`config.mk`:
```
export PLATFORM = sky130hd
export DESIGN_NAME = xband_tx_scheduler_flat
export DESIGN_NICKNAME = d
export VERILOG_FILES = /design/src/rtl/xband_tx_if.sv /design/src/rtl/xband_tx_scheduler.sv /design/src/flat_wrapper.sv
export SDC_FILE = /design/constraint.sdc
export NUM_CORES = 1
export LEC_CHECK = 0
export BUFFER_PORTS_ARGS = -buffer_cell sky130_fd_sc_hd__buf_2
export CAP_MARGIN = 20
export CORE_MARGIN = 2
export CORE_UTILIZATION = 44
export CTS_BUF_LIST = sky130_fd_sc_hd__clkbuf_4 sky130_fd_sc_hd__clkbuf_8
export DETAILED_ROUTE_END_ITERATION = 7
export GPL_TIMING_DRIVEN = 1
export PLACE_DENSITY = 0.74
export SYNTH_ARGS = -nofsm -noshare
export SYNTH_HDL_FRONTEND = slang
export SYNTH_SLANG_ARGS = --single-unit
```
`constraint.sdc`:
```
create_clock -name tx_clk -period 5.2 [get_ports tx_clk]
set_input_delay 0.26 -clock tx_clk [delete_from_list [all_inputs] [get_ports tx_clk]]
set_output_delay 0.26 -clock tx_clk [all_outputs]
set_load 0.03 [all_outputs]
```
`src/rtl/xband_tx_if.sv`:
```
// Link-side bundle for the Xband TX scheduler: two byte-stream requesters,
// the encoder-facing character output, and status counters.
interface xband_tx_if;
  logic        enable;

  logic [7:0]  img_tdata;
  logic        img_tvalid;
  logic        img_tlast;
  logic        img_tready;

  logic [7:0]  tlm_tdata;
  logic        tlm_tvalid;
  logic        tlm_tlast;
  logic        tlm_tready;

  logic [7:0]  txdata;
  logic        txctrl;
  logic        busy;
  logic [15:0] img_pkt_cnt;
  logic [15:0] underrun_cnt;

  // Sources and link consumer side.
  modport master (
    output enable,
    output img_tdata, img_tvalid, img_tlast,
    input  img_tready,
    output tlm_tdata, tlm_tvalid, tlm_tlast,
    input  tlm_tready,
    input  txdata, txctrl, busy, img_pkt_cnt, underrun_cnt
  );

  // Scheduler side.
  modport slave (
    input  enable,
    input  img_tdata, img_tvalid, img_tlast,
    output img_tready,
    input  tlm_tdata, tlm_tvalid, tlm_tlast,
    output tlm_tready,
    output txdata, txctrl, busy, img_pkt_cnt, underrun_cnt
  );
endinterface

```
`src/rtl/xband_tx_scheduler.sv`:
```
// Link-layer scheduler feeding the 8b10b encoder one character per tx_clk:
// round-robin packet arbitration, K-code framing, idle fill and forced commas.
module xband_tx_scheduler #(
  parameter int unsigned COMMA_PERIOD = 64,
  parameter int unsigned MIN_GAP      = 2,
  parameter logic [7:0]  K_IDLE       = 8'hBC,
  parameter logic [7:0]  K_SOF        = 8'hFB,
  parameter logic [7:0]  K_SOT        = 8'h5C,
  parameter logic [7:0]  K_EOF        = 8'hFD
) (
  input  logic       tx_clk,
  input  logic       tx_rst_n,
  xband_tx_if.slave  bus
);

  localparam int RUN_W = $clog2(COMMA_PERIOD + 1);
  localparam int GAP_W = (MIN_GAP > 1) ? $clog2(MIN_GAP) : 1;

  typedef enum logic [2:0] {
    S_IDLE,
    S_SOF,
    S_DATA,
    S_EOF,
    S_GAP
  } state_t;

  state_t           r_state;
  logic             r_grant_tlm;
  logic             r_last_tlm;
  logic [RUN_W-1:0] r_run_cnt;
  logic [GAP_W-1:0] r_gap_cnt;
  logic [7:0]       r_txdata;
  logic             r_txctrl;
  logic             r_busy;
  logic [15:0]      r_img_pkt_cnt;
  logic [15:0]      r_underrun_cnt;

  logic             w_comma_due;
  logic             w_in_data;
  logic             w_pick_tlm;
  logic             w_g_valid;
  logic             w_g_last;
  logic [7:0]       w_g_data;

  assign w_comma_due = (r_run_cnt == RUN_W'(COMMA_PERIOD));
  assign w_in_data   = (r_state == S_DATA);

  // tready depends only on state and run count so a source may wait for it.
  assign bus.img_tready = w_in_data && !r_grant_tlm && !w_comma_due;
  assign bus.tlm_tready = w_in_data &&  r_grant_tlm && !w_comma_due;

  // Tie goes to whichever source was not granted last.
  assign w_pick_tlm = bus.tlm_tvalid && (!bus.img_tvalid || !r_last_tlm);

  assign w_g_valid = r_grant_tlm ? bus.tlm_tvalid : bus.img_tvalid;
  assign w_g_last  = r_grant_tlm ? bus.tlm_tlast  : bus.img_tlast;
  assign w_g_data  = r_grant_tlm ? bus.tlm_tdata  : bus.img_tdata;

  assign bus.txdata       = r_txdata;
  assign bus.txctrl       = r_txctrl;
  assign bus.busy         = r_busy;
  assign bus.img_pkt_cnt  = r_img_pkt_cnt;
  assign bus.underrun_cnt = r_underrun_cnt;

  // NOTE: all state here is updated with non-blocking assignments so every
  // branch reads the pre-edge values; blocking would chain updates in one edge.
  always_ff @(posedge tx_clk or negedge tx_rst_n) begin
    if (!tx_rst_n) begin
      r_state        <= S_IDLE;
      r_grant_tlm    <= 1'b0;
      r_last_tlm     <= 1'b1;
      r_run_cnt      <= '0;
      r_gap_cnt      <= '0;
      r_txdata       <= K_IDLE;
      r_txctrl       <= 1'b1;
      r_busy         <= 1'b0;
      r_img_pkt_cnt  <= '0;
      r_underrun_cnt <= '0;
    end else begin
      case (r_state)
        S_IDLE: begin
          r_txdata <= K_IDLE;
          r_txctrl <= 1'b1;
          if (bus.enable && (bus.img_tvalid || bus.tlm_tvalid)) begin
            r_grant_tlm <= w_pick_tlm;
            r_last_tlm  <= w_pick_tlm;
            r_state     <= S_SOF;
            r_busy      <= 1'b1;
          end
        end

        S_SOF: begin
          r_txdata  <= r_grant_tlm ? K_SOT : K_SOF;
          r_txctrl  <= 1'b1;
          r_run_cnt <= '0;
          r_state   <= S_DATA;
        end

        S_DATA: begin
          if (w_comma_due) begin
            r_txdata  <= K_IDLE;
            r_txctrl  <= 1'b1;
            r_run_cnt <= '0;
          end else if (w_g_valid) begin
            r_txdata  <= w_g_data;
            r_txctrl  <= 1'b0;
            r_run_cnt <= r_run_cnt + RUN_W'(1);
            if (w_g_last) r_state <= S_EOF;
          end else begin
            // Source starved: fill with a comma, which also restarts the run.
            r_txdata  <= K_IDLE;
            r_txctrl  <= 1'b1;
            r_run_cnt <= '0;
            if (r_underrun_cnt != 16'hFFFF) r_underrun_cnt <= r_underrun_cnt + 16'd1;
          end
        end

        S_EOF: begin
          r_txdata  <= K_EOF;
          r_txctrl  <= 1'b1;
          r_gap_cnt <= '0;
          r_state   <= S_GAP;
          if (!r_grant_tlm) r_img_pkt_cnt <= r_img_pkt_cnt + 16'd1;
        end

        S_GAP: begin
          r_txdata  <= K_IDLE;
          r_txctrl  <= 1'b1;
          r_gap_cnt <= r_gap_cnt + GAP_W'(1);
          if (r_gap_cnt == GAP_W'(MIN_GAP - 1)) begin
            r_state <= S_IDLE;
            r_busy  <= 1'b0;
          end
        end

        default: begin
          r_state  <= S_IDLE;
          r_busy   <= 1'b0;
          r_txdata <= K_IDLE;
          r_txctrl <= 1'b1;
        end
      endcase
    end
  end

endmodule

```
`src/flat_wrapper.sv`:
```
// flat-port wrapper written by rule: the top's interface ports become plain ports
module xband_tx_scheduler_flat 
#(
  parameter int unsigned COMMA_PERIOD = 64,
  parameter int unsigned MIN_GAP      = 2,
  parameter logic [7:0]  K_IDLE       = 8'hBC,
  parameter logic [7:0]  K_SOF        = 8'hFB,
  parameter logic [7:0]  K_SOT        = 8'h5C,
  parameter logic [7:0]  K_EOF        = 8'hFD
)
  (tx_clk, tx_rst_n, bus_enable, bus_img_tdata, bus_img_tvalid, bus_img_tlast, bus_img_tready, bus_tlm_tdata, bus_tlm_tvalid, bus_tlm_tlast, bus_tlm_tready, bus_txdata, bus_txctrl, bus_busy, bus_img_pkt_cnt, bus_underrun_cnt);
  xband_tx_if bus_i ();
  input  logic tx_clk;
  input  logic tx_rst_n;
  input wire logic [$bits(bus_i.enable)-1:0] bus_enable;
  input wire logic [$bits(bus_i.img_tdata)-1:0] bus_img_tdata;
  input wire logic [$bits(bus_i.img_tvalid)-1:0] bus_img_tvalid;
  input wire logic [$bits(bus_i.img_tlast)-1:0] bus_img_tlast;
  output wire logic [$bits(bus_i.img_tready)-1:0] bus_img_tready;
  input wire logic [$bits(bus_i.tlm_tdata)-1:0] bus_tlm_tdata;
  input wire logic [$bits(bus_i.tlm_tvalid)-1:0] bus_tlm_tvalid;
  input wire logic [$bits(bus_i.tlm_tlast)-1:0] bus_tlm_tlast;
  output wire logic [$bits(bus_i.tlm_tready)-1:0] bus_tlm_tready;
  output wire logic [$bits(bus_i.txdata)-1:0] bus_txdata;
  output wire logic [$bits(bus_i.txctrl)-1:0] bus_txctrl;
  output wire logic [$bits(bus_i.busy)-1:0] bus_busy;
  output wire logic [$bits(bus_i.img_pkt_cnt)-1:0] bus_img_pkt_cnt;
  output wire logic [$bits(bus_i.underrun_cnt)-1:0] bus_underrun_cnt;
  assign bus_i.enable = bus_enable;
  assign bus_i.img_tdata = bus_img_tdata;
  assign bus_i.img_tvalid = bus_img_tvalid;
  assign bus_i.img_tlast = bus_img_tlast;
  assign bus_img_tready = bus_i.img_tready;
  assign bus_i.tlm_tdata = bus_tlm_tdata;
  assign bus_i.tlm_tvalid = bus_tlm_tvalid;
  assign bus_i.tlm_tlast = bus_tlm_tlast;
  assign bus_tlm_tready = bus_i.tlm_tready;
  assign bus_txdata = bus_i.txdata;
  assign bus_txctrl = bus_i.txctrl;
  assign bus_busy = bus_i.busy;
  assign bus_img_pkt_cnt = bus_i.img_pkt_cnt;
  assign bus_underrun_cnt = bus_i.underrun_cnt;
  xband_tx_scheduler #(.COMMA_PERIOD(COMMA_PERIOD), .MIN_GAP(MIN_GAP), .K_IDLE(K_IDLE), .K_SOF(K_SOF), .K_SOT(K_SOT), .K_EOF(K_EOF)) u_core (.tx_clk(tx_clk), .tx_rst_n(tx_rst_n), .bus(bus_i));
endmodule
```
==> metrics.yaml <==
grt_max_degree: 56
synth_top_cell_area_share_pct: 45.5
setup_tns_ns: 0
switching_power_mw: 0.537
synth_ff_type: "dfrtp_1"
r2r_end: "u_core.r_run_cnt[6]$_DFFE_PN0P_"
design_area_um2: 3120
ir_drop_mv: 0.211
cellLeakagePower_nw: 1.50
clk_pin_slew_ns: 0.10
skew_ns: 0.0107
p_int_mw: 0.789
clock_latency_ns: 0.31
fillers: 527
htreeDepth: 2
cts_setup_buffers: 0
wire_per_inst_um: 13.6
outcome: "finished clean"
power_density_nw_per_um2: 425
yosysTopAreaCell: "dfrtp_1"
hold_viol_final: 0
firstDrtPassIters: 4
relSlewSlack_pct: 52.8
slew_violations: 0
grt_pass1_vias: 1874
hpwlAfterDp_um: 4060
ioPinCount: 67
syn_to_final_growth_pct: 18.1
min_period_over_period_pct: 43.1
cts-buffers-inserted: 5
rrSetupSlack_ns: 2.96
clock_sinks: 55
yosysSeqAreaShare_pct: 52.5
worst_slew_pin_slew_ns: 0.709
p_clk_share_pct: 17.9
postSynth.asyncResetShare_pct: 100
r2r_cells: 7
hold_buffers: 0
wl_um: 5340
post_cts_resized: 0
grt_first_pass_wirelength_um: 8880
antenna_found_initial: 0
seqPwrFrac_pct: 46.3
yosys_register_bits: 55
num_antenna_cells: 0
syn_nets: 278
drtIter0Drc: 82
cp-start-kind: "flip-flop"
syn_inst: 251
rows: 28
die_h_um: 81.4
switching_share_pct: 40.5
critical_path_class: "reg -> reg"
globalRouteOverflowTotal: 0
cts-root-buf: "clkbuf_8"
yosysUniqueCellTypes: 41
syn_area_per_cell_um2: 10.5
initial_core_util_pct: 45.1
via_count: 2037
core-area_um2: 5850
end_kind: "flip-flop"
min_period_ns: 2.24
synth_area_leaders: "dfrtp_1, xnor2_1, dfstp_2"
drive_above_1_share_pct: 29.2
finalSetupViolCount: 0
final_nets: 344
p_comb_share_pct: 35.8
postRouteAntennaNets: 0
placed_cell_area_um2: 3030
worst_hold_path_type: "in -> async"
yosysMostFrequentCell: "dfrtp_1"
viasPerCell: 5.18
drc: 0
synth_area_um2: 2640
synth_edf_count: 0
synth_warnings: 0
fmax_mhz: 446
clockBufferDepth: 2
rsz0062_at_grt: "no"
cp.required_ns: 5.43
reg2reg_from: "u_core.r_state[2]$_DFFE_PN0P_"
maxCapViolations: 0
portBuffers: 66
place.gp.congestion: 0.842
cts_tree: "yes"
dieArea_um2: 6630
grt_usage_pct: 17.5
synthTopCellsByCount: "dfrtp_1, nand2_1, xnor2_1"
critPathMaxFanout: 14
arrival_ns: 2.47
die_w_um: 81.4
-- power groups by stage --
stage	clock network [mW]	registers (mW)	logic [mW]
4_1_cts	0.245	0.615	0.481
3_5_place_dp	0	0.622	0.475
5_1_grt	0.265	0.629	0.526
3_3_place_gp	0	0.618	0.468
6_report	0.238	0.614	0.474
2_1_floorplan	0	0.692	0.278
-- routing by layer --
layer  global-route usage (%)  share of wire (%)
met1                     22.4                 45
met2                     29.3                 49
met3                     4.07                5.0
met4                     5.76                1.1
met5                        0                  0
-- worst max-delay path, cell delays in order, from the launching register on --
cell     delay [ns]
dfrtp_1        0.52
or3b_4         0.48
a21o_1         0.20
nor2_2         0.37
inv_1          0.22
o21ai_0        0.21
nand2_1        0.08
o21ai_1        0.09
-- state kept, by name, indices dropped and copies added (netlist names) --
signal,cells
u_core.r_last_tlm,1
u_core.bus.busy,1
u_core.r_run_cnt,7
u_core.bus.txctrl,1
u_core.bus.underrun_cnt,16
u_core.r_grant_tlm,1
u_core.bus.img_pkt_cnt,16
u_core.r_state,3
u_core.r_gap_cnt,1
u_core.bus.txdata,8
-- cell type report --
type	count	area [um2]	share of cell area, %
clock inverter	3	22.5	0.723
clock buffer	5	68.8	2.21
sequential	55	1390	44.4
tap	75	93.8	3.01
inverter	7	26.3	0.843
timing repair buffer	67	338	10.8
multi-input combinational	181	1180	37.9
-- cells by family (layout without fill, tap and decap cells) --
family,count (synthesis),count (layout),synth area share (%)
buffers and inverters,15,82,2.70
flip-flops,55,55,52.5
XOR/XNOR,29,29,9.63
AND/OR/NAND/NOR,103,103,20.9
AO/OA/AOI/OAI,34,34,7.97
multiplexers,11,11,4.41
adder cells (fa/ha/maj),4,4,1.90
-- worst max path at each step --
stage | cells past startpoint | startpoint | end
after global placement | 4 | u_core.r_grant_tlm$_DFFE_PN0P_ | u_core.bus.underrun_cnt[1]$_DFFE_PN0P_
after floorplan | 8 | u_core.bus.underrun_cnt[0]$_DFFE_PN0P_ | u_core.bus.underrun_cnt[3]$_DFFE_PN0P_
final | 7 | u_core.r_state[2]$_DFFE_PN0P_ | u_core.r_run_cnt[6]$_DFFE_PN0P_
after detailed placement | 4 | u_core.r_grant_tlm$_DFFE_PN0P_ | u_core.bus.underrun_cnt[1]$_DFFE_PN0P_
after global routing | 7 | u_core.r_state[2]$_DFFE_PN0P_ | u_core.r_run_cnt[3]$_DFFE_PN0P_
after CTS | 7 | u_core.r_state[2]$_DFFE_PN0P_ | u_core.r_run_cnt[6]$_DFFE_PN0P_
-- metrics by stage --
stage / hold WS [ns] / cells / power [mW] / worst slack, ns / utilization (%)
after floorplan: -0.0356 / 251 / 0.970 / 3.30 / -
after global placement: 0.427 / 385 / 1.09 / 3.06 / 51.7
after detailed placement: 0.425 / 385 / 1.10 / 3.01 / 51.7
after CTS: 0.0827 / 393 / 1.34 / 2.95 / 53.3
after global routing: 0.130 / 393 / 1.42 / 2.72 / 53.3
final: 0.0631 / 393 / 1.33 / 2.96 / 53.3
-- layout by cell type (no fill, tap or decap), drive strengths merged, types with 6 or more instances in the layout --
cell and instances:
nand2 27, nand4 10, o21ai 20, nand3 15, and3 9, nor2 13
xor2 6, inv 8, dfstp 7, mux2i 6, buf 67, dfrtp 48
a21oi 6, xnor2 23
No activity file was read; power rests on OpenSTA's default activity.
